File: src/rtl/uc_beh_if.sv
// uc_beh_if: control/data bundle for the uc_beh up/down counter.
// The master side drives the counter controls and observes q/tc;
// the slave side is the counter itself. Clock and clear stay scalar ports.
interface uc_beh_if #(
  parameter int WIDTH = 4
);
  logic             load;
  logic             up_down;
  logic             en;
  logic [WIDTH-1:0] data;
  logic [WIDTH-1:0] q;
  logic             tc;

  modport master (
    output load, up_down, en, data,
    input  q, tc
  );

  modport slave (
    input  load, up_down, en, data,
    output q, tc
  );
endinterface

File: src/rtl/uc_beh.sv
// uc_beh: synchronous up/down universal counter with parallel load,
// count enable and combinational terminal-count flag.
//
// Priority at each rising edge: clr, then load, then count (en).
// clr doubles as the synchronous active-high reset; q is undefined
// until the first edge with clr high.
//
// Build option UC_BEH_SATURATE_EN: when defined, counting up at all-ones
// holds all-ones and counting down at zero holds zero. When undefined
// (default), the counter wraps modulo 2^WIDTH. tc, clr and load behave
// the same in both builds.
module uc_beh #(
  parameter int WIDTH = 4
) (
  input  logic        clk,
  input  logic        clr,
  uc_beh_if.slave     bus
);

  localparam logic [WIDTH-1:0] ONE      = {{(WIDTH-1){1'b0}}, 1'b1};
  localparam logic [WIDTH-1:0] ALL_ONES = {WIDTH{1'b1}};
  localparam logic [WIDTH-1:0] ZERO     = {WIDTH{1'b0}};

  logic [WIDTH-1:0] q_r;
  logic             at_max;
  logic             at_min;

  // Boundary detection shared by the count path and the tc flag.
  always_comb begin
    at_max = (q_r == ALL_ONES);
    at_min = (q_r == ZERO);
  end

  // Counter register: clear, then load, then enabled up/down count.
  always_ff @(posedge clk) begin
    if (clr) begin
      q_r <= ZERO;
    end else if (bus.load) begin
      q_r <= bus.data;
    end else if (bus.en) begin
      if (bus.up_down) begin
`ifdef UC_BEH_SATURATE_EN
        if (!at_max) q_r <= q_r + ONE;
`else
        q_r <= q_r + ONE;
`endif
      end else begin
`ifdef UC_BEH_SATURATE_EN
        if (!at_min) q_r <= q_r - ONE;
`else
        q_r <= q_r - ONE;
`endif
      end
    end
  end

  assign bus.q = q_r;

  // Terminal count: asserted only when the next edge would count past the
  // boundary in the selected direction, so a cascaded stage can use it as en.
  assign bus.tc = bus.en & ~bus.load & ~clr &
                  (bus.up_down ? at_max : at_min);

endmodule

File: src/flat_wrapper.sv
// flat-port wrapper written by rule: the top's interface ports become plain ports
module uc_beh_flat 
#(
  parameter int WIDTH = 4
)
  (clk, clr, bus_load, bus_up_down, bus_en, bus_data, bus_q, bus_tc);
  uc_beh_if #(.WIDTH(WIDTH)) bus_i ();
  input  logic clk;
  input  logic clr;
  input wire logic [$bits(bus_i.load)-1:0] bus_load;
  input wire logic [$bits(bus_i.up_down)-1:0] bus_up_down;
  input wire logic [$bits(bus_i.en)-1:0] bus_en;
  input wire logic [$bits(bus_i.data)-1:0] bus_data;
  output wire logic [$bits(bus_i.q)-1:0] bus_q;
  output wire logic [$bits(bus_i.tc)-1:0] bus_tc;
  assign bus_i.load = bus_load;
  assign bus_i.up_down = bus_up_down;
  assign bus_i.en = bus_en;
  assign bus_i.data = bus_data;
  assign bus_q = bus_i.q;
  assign bus_tc = bus_i.tc;
  uc_beh #(.WIDTH(WIDTH)) u_core (.clk(clk), .clr(clr), .bus(bus_i));
endmodule
File: config.mk
export PLATFORM = sky130hd
export DESIGN_NAME = uc_beh_flat
export DESIGN_NICKNAME = d
export VERILOG_FILES = /design/src/rtl/uc_beh_if.sv /design/src/rtl/uc_beh.sv /design/src/flat_wrapper.sv
export SDC_FILE = /design/constraint.sdc
export NUM_CORES = 1
export LEC_CHECK = 0
export ABC_AREA = 1
export ABC_CLOCK_PERIOD_IN_PS = 1900
export CORE_AREA = 2 2 39 41
export DETAILED_ROUTE_END_ITERATION = 10
export DIE_AREA = 0 0 41 43
export PLACE_DENSITY_LB_ADDON = 0.05
export SYNTH_ARGS = -nofsm -noshare
export SYNTH_HDL_FRONTEND = slang
export SYNTH_SLANG_ARGS = --single-unit
File: constraint.sdc
create_clock -name clk -period 1.9 [get_ports clk]
set_clock_uncertainty 0.15 [all_clocks]
set_input_delay 0.57 -clock clk [delete_from_list [all_inputs] [get_ports clk]]
set_output_delay 0.57 -clock clk [all_outputs]
set_load 0.02 [all_outputs]
==> summary.md <==
| Metric | Value |
|---|---|
| Status | `finished clean` |
| Die Y | `around 43 um` |
| Syn_area_per_cell | `6.30 sq um` |
| Fin crit period | `1900 ps` |
| Max-Cap Viols | `0` |
| Measured slew at the worst slew-check pin | `207 ps` |
| Crit path max fanout | `4` |
| Core area | `~1400 sq um` |
| Clock power frac | `29.6%` |
| FMAX | `about 0.53 GHz` |
| RSZ-0062 raised after global routing | `true` |
| Mapped Nets | `66` |
| Final Slew Violations | `0` |
| Register area share after synthesis | `between 20% and 30%` |
| Switch Pwr | `around 0.11 mW` |
| Period utilization | `99.7%` |
| Port Buf Inserts | `13` |
| Ys Warns | `0` |
| Die X-Extent | `approximately 41 um` |
| Num CTS Buffers | `3` |
| Clock latency at the later pin of the worst-skew pair | `~230 ps` |
| Number of global-route vias before repair | `slightly above 400` |
| GR Util All Layers | `around 13%` |
| Post-Layout Inst Area | `681 sq um` |
| Post-route DRC | `0` |
| Startpoint Class | `input pin` |
| Hold Path Origin | `clr` |
| Row count | `14` |
| Netlist Area Pre-Place | `~340 sq um` |
| CP max stage cell | `buf_4` |
| Crit-path max cell delay | `160 ps` |
| Clock slew at reported path FFs | `approximately 40 ps` |
| TritonCTS clock tree | `yes` |
| First-pass GRT wire length | `roughly 1.6 mm` |
| Largest register FFs | `4` |
| Clock buffer depth | `2` |
| Area post-placement | `between 500 and 600 sq um` |
| R2r startpoint | `u_core.bus.q[2]` |
| Relative slew slack | `a little under nine tenths` |
| Peak supply drop | `between 0.4 and 0.5 mV` |
| Fin nets | `around 100` |
| WL final | `between 1 and 1.5 mm` |
| Post-DR wirelength/cell | `between 9 and 10 um` |
| First-pass DRT Iterations | `4` |
| Seq pwr share | `between 20% and 30%` |
| Total gr overflow | `0` |
| Initial antenna violation count | `0` |
| PnR Total Power | `0.349 mW` |
| Crit end category | `primary output` |
| Leakage | `~0.38 nW` |
| Post-route ant nets | `0` |
| H-tree Lvls | `1` |
| Critical path class | `input pin to primary output` |
| Worst Hold Class | `input pin to flip-flop` |
| Antenna diode count | `0` |
| Vias/cell | `approximately 4.3` |
| Origin of the worst setup path | `bus_up_down` |
| Drt initial violations | `6` |
| Global placement routability congestion | `0.719` |
| Area delta synth->final | `100%` |
| Int Pwr | `between 0.2 and 0.25 mW` |
| Post-synth cell types | `17` |
| Layout cells sized above 1 | `47.2%` |
| Cells after Synth | `54` |
| Largest net degree at the start of global routing | `6` |
| Critical path, cell by cell | `buf_8 -> inv_4 -> nand2_2 -> nand2_2 -> inv_2 -> nor3_2 -> buf_4` |
| Area of the die | `between 1500 and 2000 sq um` |
| Initial Util | `24.6%` |
| Hold Buf Count CTS | `0` |
| DP HPWL | `~760 um` |
| PwrDens | `513 nW/um^2` |
| # setup viols final | `0` |
| Via count | `~460` |
| Switch share | `roughly 31%` |
| Clk sink count | `4` |
| Post-synthesis register bit count | `4` |
| Critical Path AT | `~1200 ps` |
| Req. time, crit path | `approximately 1200 ps` |
| Most common cell on crit path | `nand2_2` |
| Clk Tree Root Cell | `clkbuf_4` |
| Comb pwr share | `between 40 and 50%` |
| I/O pins | `14` |
| Fin Setup TNS | `0 ps` |
| Final Hold Vio Count | `0` |
-- cell usage after synthesis, drive strengths merged --
| cell type | count | area share (%) |
|---|---|---|
| dfxtp | 4 | 24 |
| a21boi | 1 | 2.2 |
| ha | 2 | 7.4 |
| inv | 8 | 8.8 |
| nor3 | 1 | 2.9 |
| o21ai | 1 | 1.5 |
| nand2 | 24 | 27 |
| o211ai | 1 | 3.7 |
| or2 | 1 | 1.8 |
| xor2 | 1 | 2.6 |
| a21oi | 2 | 2.9 |
| nor2 | 4 | 5.1 |
| fa | 1 | 5.9 |
| nand3 | 3 | 4.4 |
-- power groups by stage --
stage	sequential (mW)	clock (mW)	combinational, mW
after global routing	0.0969	0.116	0.164
after CTS	0.0963	0.109	0.131
after global placement	0.0975	0	0.128
after detailed placement	0.0974	0	0.127
after floorplan	0.110	0	0.0476
final	0.0962	0.103	0.149
-- final timing paths --
kind / cells after the start / end / slack [ps]
worst max-delay path: 7 / bus_tc / 5
worst min-delay path: 3 / u_core.bus.q[2] / 500
worst max register to register: 7 / u_core.bus.q[3] / 400
worst min register to register: 5 / u_core.bus.q[3] / 530
-- worst max-delay path, delay by kind of cell --
family | cells | cell delay [ps]
buf+inv | 4 | 340
simple gates | 3 | 260
-- layout make-up --
type | count | area, sq um
fillers | 166 | 703
inverters | 8 | 35.0
flip-flops and latches | 4 | 80.1
well taps | 16 | 20.0
multi-input cells | 42 | 262
clock buffers | 3 | 22.5
repair buffers | 32 | 262
-- kinds of logic (layout without fill, tap and decap cells) --
logic type	count (synthesis)	in the layout	synth area share, %
buf+inv	8	43	8.82
xor+xnor	1	1	2.57
fa+ha+maj	3	3	13.2
compound gates	5	5	10.3
simple gates	33	33	41.5
flops	4	4	23.5
-- metal layers --
metal	vias to the layer above	share of wire, %	global-route usage (%)
met5	-	0	0
met4	0	0	3.33
met3	0	5.9	4.71
met2	17	54	21.3
met1	201	40	15.2
li1	238	-	-
-- per-stage QoR --
stage | instances | util [%] | hold slack [ps] | setup WS (ps)
6_report | 105 | 49.2 | 495 | 4.89
2_1_floorplan | 54 | - | 480 | 44.8
5_1_grt | 105 | 49.2 | 486 | -19.2
3_5_place_dp | 93 | 40.9 | 532 | -908
3_3_place_gp | 93 | 40.9 | 540 | -924
4_1_cts | 102 | 45.0 | 541 | -103
-- placed cells by master (no fill, tap or decap) --
cell,netlist,routed
buf_4,0,20
nand2_1,23,19
inv_1,4,4
nand2_2,1,4
clkdlybuf4s50_1,0,4
dlygate4sd2_1,0,4
dfxtp_1,4,4
clkbuf_4,0,3
inv_4,0,2
inv_2,4,2
nor2_1,3,2
nand3_1,3,2
ha_1,2,2
buf_2,0,2
a21oi_1,2,1
nand2_4,0,1
nor2_4,0,1
o21ai_0,1,1
nor3_2,1,1
xor2_1,1,1
nor2_2,1,1
a21boi_1,1,1
a21oi_2,0,1
nand3_2,0,1
o211ai_2,1,1
or2_1,1,1
fa_1,1,1
buf_6,0,1
buf_8,0,1
-- timing repair --
action,4_1_cts,5_1_grt
setup endpoints to repair,8,3
setup buffers,7,3
resized for setup,27,13
pin swaps,4,7
No activity file was read; power rests on OpenSTA's default activity.
